### src/rtl/log_mult_sequencer_pkg.sv
// rtl/log_mult_sequencer_pkg.sv - shared state encoding and default widths for the log multiplier
package log_mult_sequencer_pkg;

    localparam int N_DEF  = 8;
    localparam int FRAC_W = N_DEF - 1;
    localparam int PROD_W = 2 * N_DEF;
    localparam int K_W    = $clog2(N_DEF);
    localparam int E_W    = $clog2(2 * N_DEF);

    typedef enum logic [2:0] {
        IDLE,
        LOG_A,
        LOG_B,
        SUM,
        ANTI,
        HOLD
    } state_t;

endpackage

### src/rtl/log_mult_sequencer_log_unit.sv
// rtl/log_mult_sequencer_log_unit.sv - combinational leading-one detector and normaliser
module log_mult_sequencer_log_unit
    import log_mult_sequencer_pkg::*;
#(
    parameter int N = N_DEF
) (
    input  logic [N-1:0]         in_val,
    output logic [$clog2(N)-1:0] k,
    output logic [N-2:0]         f
);

    localparam int KW = $clog2(N);
    localparam int FW = N - 1;

    // Highest set bit wins; shifting it up to the MSB leaves the fraction in the bits below it.
    always_comb begin
        k = '0;
        for (int i = 0; i < N; i++) begin
            if (in_val[i]) begin
                k = KW'(i);
            end
        end
        f = FW'(in_val << (KW'(N - 1) - k));
    end

endmodule

### src/rtl/log_mult_sequencer.sv
// rtl/log_mult_sequencer.sv - sequential Mitchell logarithmic multiplier with one shared log unit
module log_mult_sequencer
    import log_mult_sequencer_pkg::*;
#(
    parameter int N = N_DEF
) (
    input  logic           clk,
    input  logic           rst_n,
    input  logic           in_valid,
    output logic           in_ready,
    input  logic [N-1:0]   in_a,
    input  logic [N-1:0]   in_b,
    output logic           out_valid,
    input  logic           out_ready,
    output logic [2*N-1:0] out_prod,
    output logic           busy
);

    localparam int FW = N - 1;
    localparam int PW = 2 * N;
    localparam int KW = $clog2(N);
    localparam int EW = $clog2(2 * N);

    typedef logic [N+PW-2:0] wide_t;

    state_t          state;
    state_t          next_state;
    logic [N-1:0]    a_reg;
    logic [N-1:0]    b_reg;
    logic            zero_flag;
    logic [KW-1:0]   ka;
    logic [KW-1:0]   kb;
    logic [FW-1:0]   fa;
    logic [FW-1:0]   fb;
    logic [EW-1:0]   e_reg;
    logic [FW-1:0]   m_reg;
    logic [PW-1:0]   prod_reg;
    logic [N-1:0]    log_in;
    logic [KW-1:0]   log_k;
    logic [FW-1:0]   log_f;
    logic [EW-1:0]   k_sum;
    logic [N-1:0]    f_sum;

    assign in_ready  = (state == IDLE);
    assign busy      = (state != IDLE);
    assign out_valid = (state == HOLD);
    assign out_prod  = prod_reg;

    // The log unit input is selected purely by state, so no in_* to out_* path exists.
    assign log_in = (state == LOG_B) ? b_reg : a_reg;

    log_mult_sequencer_log_unit #(.N(N)) u_log (
        .in_val (log_in),
        .k      (log_k),
        .f      (log_f)
    );

    assign k_sum = EW'(ka) + EW'(kb);
    assign f_sum = {1'b0, fa} + {1'b0, fb};

    // State register.
    always_ff @(posedge clk or negedge rst_n) begin
        if (!rst_n) begin
            state <= IDLE;
        end else begin
            state <= next_state;
        end
    end

    // Next-state sequencing: fixed walk through the stages, waiting only on the two handshakes.
    always_comb begin
        next_state = state;
        case (state)
            IDLE:    if (in_valid) next_state = LOG_A;
            LOG_A:   next_state = LOG_B;
            LOG_B:   next_state = SUM;
            SUM:     next_state = ANTI;
            ANTI:    next_state = HOLD;
            HOLD:    if (out_ready) next_state = IDLE;
            default: next_state = IDLE;
        endcase
    end

    // Datapath registers: operand capture, per-operand log, log sum, and antilog shift.
    always_ff @(posedge clk or negedge rst_n) begin
        if (!rst_n) begin
            a_reg     <= '0;
            b_reg     <= '0;
            zero_flag <= 1'b0;
            ka        <= '0;
            kb        <= '0;
            fa        <= '0;
            fb        <= '0;
            e_reg     <= '0;
            m_reg     <= '0;
            prod_reg  <= '0;
        end else begin
            case (state)
                IDLE: begin
                    if (in_valid) begin
                        a_reg     <= in_a;
                        b_reg     <= in_b;
                        zero_flag <= (in_a == '0) || (in_b == '0);
                    end
                end
                LOG_A: begin
                    ka <= log_k;
                    fa <= log_f;
                end
                LOG_B: begin
                    kb <= log_k;
                    fb <= log_f;
                end
                SUM: begin
                    // A fraction carry bumps the exponent; the mantissa keeps the low bits either way.
                    e_reg <= f_sum[N-1] ? k_sum + EW'(1) : k_sum;
                    m_reg <= f_sum[N-2:0];
                end
                ANTI: begin
                    prod_reg <= zero_flag ? '0
                                          : PW'((wide_t'({1'b1, m_reg}) << e_reg) >> (N - 1));
                end
                default: begin
                end
            endcase
        end
    end

endmodule

### config.mk
export PLATFORM = sky130hd
export DESIGN_NAME = log_mult_sequencer
export DESIGN_NICKNAME = d
export VERILOG_FILES = /design/src/rtl/log_mult_sequencer_pkg.sv /design/src/rtl/log_mult_sequencer_log_unit.sv /design/src/rtl/log_mult_sequencer.sv
export SDC_FILE = /design/constraint.sdc
export NUM_CORES = 1
export LEC_CHECK = 0
export CAP_MARGIN = 40
export CORE_ASPECT_RATIO = 1.4
export CORE_MARGIN = 3
export CORE_UTILIZATION = 60
export DETAILED_ROUTE_END_ITERATION = 6
export PLACE_DENSITY = 0.89
export SLEW_MARGIN = 20
export SYNTH_ARGS = -nofsm -noshare
export SYNTH_HDL_FRONTEND = slang
export SYNTH_SLANG_ARGS = --single-unit
export TNS_END_PERCENT = 10
### constraint.sdc
create_clock -name clk -period 3.9 [get_ports clk]
set_input_delay 0.585 -clock clk [delete_from_list [all_inputs] [get_ports clk]]
set_output_delay 0.585 -clock clk [all_outputs]
set_load 0.02 [all_outputs]
# [After elaboration in Yosys (flattened, before gate mapping)]
# Cells that the tools add are included.
[totals] ff_bits=67 in_bits=20
[classes] add_sub_neg=4 reduce_logical=7 eq_ne=7 shifts=2 mux=13
[ops] op="$shl 8x4->23" count=1
[ops] op="$mux 3" count=6
[ops] op="$pmux 3 s6" count=1
[ops] op="$logic_not 8->1" count=2
[ops] op="$mux 16" count=1
[ops] op="$add 7x7->8" count=1
[ops] op="$mux 8" count=1
[ops] op="$shl 8x3->7" count=1
[ops] op="$eq 3x2->1 const B" count=2
[ops] op="$eq 3x3->1 const B" count=2
[ops] op="$add 3x3->4" count=1
[ops] op="$add 4x1->4 const B" count=1
[ops] op="$mux 2" count=2
[ops] op="$mux 4" count=1
[ops] op="$reduce_and 2->1" count=2
[ops] op="$eq 3x1->1 const B" count=1
[ops] op="$logic_not 3->1" count=1
[ops] op="$reduce_bool 3->1" count=1
[ops] op="$sub 3x3->3 const A" count=1
[ops] op="$ne 2x1->1 const B" count=1
[ops] op="$ne 2x2->1 const B" count=1
[ops] op="$logic_or 1x1->1" count=1
[ops] op="$mux 1" count=1

# [Logic depth before layout (Yosys ltp)]
# Gate-level depths: netlist (run 1).
[depth] ltp_word=11 depth_mapped=10

# [By module]
# Synthesis (run 1) repeated with hierarchy kept, for this count alone.
[unflattened] hier_cells=350 hier_area_um2=3837.4
[by_module_without_submodules] module="log_mult_sequencer" instances=1 cells_per_inst=304 area_per_inst_um2=3520.9 seq_area_each_um2=1676.6
[by_module_without_submodules] module="log_mult_sequencer_log_unit" instances=1 cells_per_inst=46 area_per_inst_um2=316.6 seq_area_each_um2=0.0

# [Least setup slack after synthesis (run 1)]
# OpenSTA, ideal clock, no wires.
[synth_timing] kind="register to register" from="register state[2]" to="register fb[5]" synth_period_minus_slack_ns=2.370 path_buffers=1 setup_ns=0.077 arrival_ns=2.294 stages_incl_launch_ff=9 path_slack_ns=1.530 cell_sequence="dfrtp_1 > nor3b_2 > clkbuf_1 > mux2i_2 > a31o_1 > nand2_2 > a2111oi_4 > o22ai_1 > o21ai_1"
[synth_between] elab_chain_len=11
[synth_lines] item="from (decl)" line_no="log_mult_sequencer.sv:26" rtl="state_t state;"
[synth_lines] item="from (signal assigned)" line_no="log_mult_sequencer.sv:66" rtl="state <= next_state;"
[synth_lines] item="$eq 3x2->1 *" line_no="log_mult_sequencer.sv:50, log_mult_sequencer.sv:98"
[synth_lines] item="$mux 8" line_no="log_mult_sequencer.sv:50" rtl="assign log_in = (state == LOG_B) ? b_reg : a_reg;"
[synth_lines] item="$mux 1" line_no="log_mult_sequencer_log_unit.sv:19" rtl="if (in_val[i]) begin"
[synth_lines] item="$mux 2 (2 in a row)" line_no="log_mult_sequencer_log_unit.sv:19"
[synth_lines] item="$mux 3 (4 in a row)" line_no="log_mult_sequencer_log_unit.sv:19"
[synth_lines] item="$sub 3x3->3" line_no="log_mult_sequencer_log_unit.sv:23" rtl="f = FW'(in_val << (KW'(N - 1) - k));"
[synth_lines] item="$shl 8x3->7" line_no="log_mult_sequencer_log_unit.sv:23"
[synth_lines] item="to (signal assigned)" line_no="log_mult_sequencer.sv:112" rtl="fb <= log_f;"
[synth_lines] item="to (decl)" line_no="log_mult_sequencer.sv:34" rtl="logic [FW-1:0] fb;"
# Every way passes the cells marked *; elsewhere a longest branch is shown, timed or not.
# A chain may end at the register's enable or synchronous reset.

# [Worst setup path in the final report (run 1)]
[layout_timing] from="register state[2]" to="register fa[2]"
[layout_between] elab_chain_len=11
[layout_lines] item="$eq 3x2->1" line_no="log_mult_sequencer.sv:50"
[layout_lines] item="$mux 8" line_no="log_mult_sequencer.sv:50"
[layout_lines] item="$mux 1" line_no="log_mult_sequencer_log_unit.sv:19"
[layout_lines] item="$mux 2 (2 in a row)" line_no="log_mult_sequencer_log_unit.sv:19"
[layout_lines] item="$mux 3 (4 in a row)" line_no="log_mult_sequencer_log_unit.sv:19"
[layout_lines] item="$sub 3x3->3" line_no="log_mult_sequencer_log_unit.sv:23"
[layout_lines] item="$shl 8x3->7" line_no="log_mult_sequencer_log_unit.sv:23"
[layout_lines] item="to (signal assigned)" line_no="log_mult_sequencer.sv:108" rtl="fa <= log_f;"
[layout_lines] item="to (decl)" line_no="log_mult_sequencer.sv:33" rtl="logic [FW-1:0] fa;"
# Parallel ways exist; a longest one is shown, timed or not.

==> qor.yml, run 1 <==
die-width_um: 73.2
power.density_nw_per_um2: 966
maxSlewHeadroom: 0.507
maxCapViolations: 0
rsz0062_at_grt: "false"
power_leakage_nw: 1.89
synth-edff-count: 0
cts_hold_buf: 0
crit_path_max_fanout: 31
coreArea_um2: 5990
clock_sinks: 67
clk_pin_slew_ns: 0.07
timing.fmax_ghz: 0.385
final_cell_mix: "dfrtp_1, nand2_1, clkdlybuf4s50_1, o21ai_0, nor2_1"
totalWireLength_um: 8370
hpwl_um: 6340
finalCritPeriodShare: 0.665
antenna_found_initial: 0
routedWlPerCell_um: 16.8
path_class: "reg2reg"
grt_max_degree: 32
die_area_um2: 7320
ant_nets: 0
place.port_buffers: 38
grt_usage: 0.252
hold_path.class: "in2async"
drtIter0Drc: 223
largest_reg_flops: 16
layout.nets: 456
async_reset_ff_frac: 1.00
synth.net_count: 426
cts_buffer_depth: 2
status: "finished, final reports clean"
crit_path_start_kind: "flip-flop"
finalHoldViolCount: 0
syn_inst: 393
gp_congestion: 0.908
ys_warn_count: 0
fin_area_um2: 4380
ys_seq_area_frac: 0.442
syn2layout_area_growth_pct: 15.6
synthFlopType: "dfrtp_1"
setup_viol: 0
vias: 3094
grt_pass1_wl_um: 14300
ir_drop_v: 0.000549
synth_cell_type_count: 62
final.setup.tns_ns: 0
worst_pin_slew_ns: 0.740
reg2reg_slack_ns: 1.30
start_util: 0.633
drc: 0
firstDrtPassIters: 5
io_pins: 39
diodes: 0
timing.final.crit_period_ns: 2.60
finClkSkew_ns: 0.0131
crit_arrival_ns: 2.84
post_cts_resized: 0
dpl_cell_area_um2: 4190
synth_area_um2: 3790
grt_pass1_vias: 3187
cts_setup_buffers: 0
clock_latency_ns: 0.35
layout-drive-gt1-share: 0.117
end_kind: "flip-flop"
avgSynthCellArea_um2: 9.65
final_common_cell: "dfrtp_1"
routed_via_density: 6.21
die_h_um: 100
grt.overflow.total: 0
critPathRequiredTime_ns: 4.14
num_rows: 33
cts_tree: "yes"
cts_inserted_buffers: 9
cts_root_buffer: "clkbuf_8"
htreeDepth: 3
slew_viol_final: 0
hold_ws_ns: 0.234
yosys_register_bits: 67
## stage by stage
stage | util | power (W) | setup slack (ns) | std cells
after detailed placement | 0.699 | 0.00363 | 1.03 | 481
after global placement | 0.696 | 0.00350 | 1.13 | 480
after global routing | 0.732 | 0.00459 | 1.09 | 498
after floorplan | - | 0.00305 | 1.53 | 393
after CTS | 0.731 | 0.00421 | 0.987 | 497
final | 0.732 | 0.00423 | 1.30 | 498
## kinds of logic after synthesis
kind of cell,count (synthesis),synth area share
multiplexers,29,0.0931
AO/OA/AOI/OAI,106,0.190
adder cells (fa/ha/maj),13,0.0469
XOR/XNOR,10,0.0231
flip-flops,67,0.442
AND/OR/NAND/NOR,130,0.164
buffers and inverters,38,0.0406
## worst max-delay path: stages, from the launching register on
cell     delay, ns
dfrtp_1       0.52
or3b_4        0.61
or3_4         0.45
a31oi_4       0.19
nor3_1        0.10
nor3_2        0.25
a21oi_1       0.10
o31ai_1       0.25
## final cells by class
| type | instances | area, um^2 |
|---|---|---|
| inverters | 16 | 60.1 |
| fillers | 426 | 1600 |
| well taps | 70 | 87.6 |
| clock inverters | 2 | 35.0 |
| flip-flops and latches | 67 | 1680 |
| clock buffers | 14 | 153 |
| repair buffers | 41 | 410 |
| multi-input cells | 288 | 1960 |
## layer usage
layer | share of wire | track usage | vias up | routed length [um]
met2 | 0.55 | 0.447 | 110 | 4590
met1 | 0.35 | 0.265 | 1490 | 2950
met3 | 0.045 | 0.0591 | 40 | 377
met5 | 0 | 0 | - | 0
met4 | 0.053 | 0.148 | 0 | 446
li1 | - | - | 1454 | -
## cells in the mapped netlist, types with 2 or more instances
library cell,number,area (um^2)
a21o_1,3,22.5
a21oi_1,18,90.1
a21oi_2,2,17.5
a22o_1,10,87.6
a31oi_1,6,37.5
and2_1,2,12.5
buf_2,3,15.0
clkbuf_1,18,67.6
dfrtp_1,67,1680
fa_1,2,40.0
ha_1,11,138
inv_1,16,60.1
mux2_2,16,180
mux2i_1,8,80.1
mux4_2,2,45.0
nand2_1,61,229
nand2b_1,3,18.8
nand3_1,6,30.0
nor2_1,20,75.1
nor2b_1,6,37.5
nor3_1,8,40.0
nor3b_1,3,22.5
nor4_1,5,31.3
o211ai_1,2,15.0
o21ai_0,27,135
o21ai_1,11,55.1
o21bai_1,2,15.0
o221ai_1,2,17.5
o22ai_1,2,12.5
o31ai_1,7,52.6
or3_1,5,31.3
xnor2_1,5,43.8
xor2_1,5,43.8
## power breakdown
| part | total [W] | internal [W] | switching, W |
|---|---|---|---|
| combinational | 0.00231 | 0.000988 | 0.00132 |
| sequential | 0.00137 | 0.00101 | 0.000359 |
| clock | 0.000560 | 0.000313 | 0.000247 |
## worst paths after layout
path / depth (start not counted) / to / startpoint
setup / recovery: 7 / fa[2]$_DFFE_PN0P_ / state[2]$_DFFE_PN0P_
hold / removal: 1 / out_prod[15]$_DFFE_PN0P_ / rst_n
setup reg to reg: 7 / fa[2]$_DFFE_PN0P_ / state[2]$_DFFE_PN0P_
hold reg to reg: 2 / out_prod[10]$_DFFE_PN0P_ / out_prod[10]$_DFFE_PN0P_
max in group asynchronous: 3 / b_reg[0]$_DFFE_PN0P_ / rst_n
min in group clk: 2 / out_prod[10]$_DFFE_PN0P_ / out_prod[10]$_DFFE_PN0P_
(Power assumes the default switching activity.)
==> run 2, diff against run 1 <==
- CORE_UTILIZATION: 60 -> 52
- PLACE_DENSITY: 0.89 -> 0.82
- clock period: 3.9 -> 2.1 ns (I/O delays scaled with it)
==> run 2 against run 1 <==
Effect of this change:
- the run now ends with setup timing left
- die area grew 14%
- utilization is 5.3 points lower
- sequential power up 77%
- clock power is 120% higher
- fmax grew 17%
- via count rose by 2.4%
- global-route usage down 3.1 points
- clock-buffer cell count shrank 5
==> qor.yml, run 2 (synthesis gave the netlist of run 1 again) <==
reg2reg_depth: 8
ant_nets: 0
place.port_buffers: 38
finish.utilization: 0.679
start_util: 0.540
vias: 3169
layout.nets: 488
clock_sinks: 67
grt_busiest_layer: "met2"
antenna_found_initial: 0
io_pins: 39
coreArea_um2: 7030
grt_usage: 0.222
end_kind: "flip-flop"
reg2reg_slack_ns: -0.12
grt_pass1_wl_um: 14500
hold_path.class: "in2async"
power_leakage_nw: 2.11
path_class: "reg2reg"
finalCritPeriodShare: 1.06
syn2layout_area_growth_pct: 25.9
nFillCells: 537
firstDrtPassIters: 4
p_int_w: 0.00491
clk_pin_slew_ns: 0.09
largest_reg_flops: 16
met2_usage: 0.419
htreeDepth: 3
clock_latency_ns: 0.37
crit_arrival_ns: 2.51
grt_max_degree: 59
crit_path_start_kind: "flip-flop"
diodes: 0
layout-drive-gt1-share: 0.209
die_area_um2: 8370
power.density_nw_per_um2: 1840
switching_share: 0.439
grt.overflow.total: 0
violations: "setup timing"
rsz0062_at_grt: "true"
cts_buffer_depth: 2
setup_ws_ns: -0.123
met3_usage: 0.0403
slew_viol_final: 0
rr_startpoint: "state[1]$_DFFE_PN0P_"
routedWlPerCell_um: 15.6
pre_cts_ws_ns: -0.0911
routed_via_density: 5.71
final_cell_mix: "dfrtp_1, nand2_1, clkdlybuf4s50_1, buf_4, o21ai_0"
crit_path_max_fanout: 6
hpwl_um: 6590
gp_congestion: 0.957
cts_root_buffer: "clkbuf_8"
maxSlewHeadroom: 0.641
critPathRequiredTime_ns: 2.39
maxCapViolations: 0
ir_drop_v: 0.00103
finClkSkew_ns: 0.0151
setup_viol: 10
grt_pass1_vias: 3179
met1_usage: 0.222
drc: 0
clkPwrFrac: 0.140
cts_tree: "yes"
totalWireLength_um: 8650
seqPwrFrac: 0.276
die-width_um: 78.2
finalHoldViolCount: 0
num_rows: 36
die_h_um: 107
cts_inserted_buffers: 9
r2r-end: "fa[5]$_DFFE_PN0P_"
p_switching_w: 0.00384
timing.fmax_ghz: 0.450
final_common_cell: "dfrtp_1"
power_w: 0.00876
power_frac_comb: 0.584
drtIter0Drc: 175
status: "complete, but fails checks"
worst_pin_slew_ns: 0.533
timing.final.crit_period_ns: 2.22
==> run 2: cell count changes in the layout (fill, tap and decap cells not counted), moves of 2 or more <==
cell,delta
buf_4,+29
clkbuf_1,-4
clkdlybuf4s50_1,-3
clkinv_4,+2
inv_6,+2
nor3_1,-2
nor3_2,+2
o21ai_0,-2
==> run 2: worst max path at each step <==
stage,start,depth (start not counted),slack [ns],end
2_1_floorplan,state[0]$_DFFE_PN0P_,8,-0.07,fb[6]$_DFFE_PN0P_
3_3_place_gp,state[0]$_DFFE_PN0P_,8,-0.05,fa[5]$_DFFE_PN0P_
3_5_place_dp,state[0]$_DFFE_PN0P_,7,-0.09,fa[6]$_DFFE_PN0P_
4_1_cts,state[1]$_DFFE_PN0P_,10,-0.11,fa[5]$_DFFE_PN0P_
5_1_grt,state[1]$_DFFE_PN0P_,8,-0.26,fa[5]$_DFFE_PN0P_
6_report,state[1]$_DFFE_PN0P_,8,-0.12,fa[5]$_DFFE_PN0P_
==> run 2: metal layers <==
layer / share of wire / vias up
li1: - / 1524
met5: 0 / -
met4: 0.045 / 0
met1: 0.36 / 1521
met2: 0.56 / 94
met3: 0.033 / 30
==> run 2: repair_timing <==
action | CTS | global route
pin swaps | 2 | 2
resized for setup | 10 | 8
cloned | 0 | 0
hold endpoints to repair | 9 | 0
setup endpoints to repair | 17 | 20
hold buffers | 1 | 0
buffers inserted | 0 | 0
==> run 2: layout make-up <==
| class | instances | area [um^2] | area share |
|---|---|---|---|
| tap | 95 | 119 | 0.0249 |
| timing repair buffer | 73 | 666 | 0.139 |
| sequential | 67 | 1680 | 0.351 |
| clock inverter | 7 | 100 | 0.0210 |
| clock buffer | 9 | 124 | 0.0260 |
| inverter | 16 | 60.1 | 0.0126 |
| multi-input combinational | 288 | 2030 | 0.425 |
==> run 2: through the flow <==
step	cell area (um^2)	setup TNS, ns	cells	hold slack, ns
finish	4770	-0.841	555	0.370
floorplan	3810	-0.602	393	0.0194
global placement	4490	-0.236	538	0.196
detailed placement	4490	-0.755	538	0.205
CTS	4750	-0.821	555	0.369
global route	4770	-2.46	555	0.395
==> run 2: power groups by stage <==
| stage | combinational, W | clock, W | sequential [W] |
|---|---|---|---|
| after floorplan | 0.00336 | 0 | 0.00234 |
| after global placement | 0.00476 | 0 | 0.00240 |
| after detailed placement | 0.00490 | 0 | 0.00244 |
| after CTS | 0.00504 | 0.00125 | 0.00241 |
| after global routing | 0.00563 | 0.00130 | 0.00250 |
| final | 0.00511 | 0.00122 | 0.00242 |
==> run 2: critical path, stage by stage (launching register included) <==
cell and delay (ns):
dfrtp_1 0.40, or3b_4 0.45, buf_12 0.15, mux2i_4 0.27
a31o_4 0.18, nand2_4 0.08, a2111oi_4 0.33, o22ai_2 0.15
o21ai_1 0.13
==> run 3, diff against run 2 <==
- CTS_CLUSTER_SIZE: default -> 14
- SLEW_MARGIN: 20 -> default
==> results of run 3 <==
No change in the layout: final DEF, timing and power equal those of run 2.
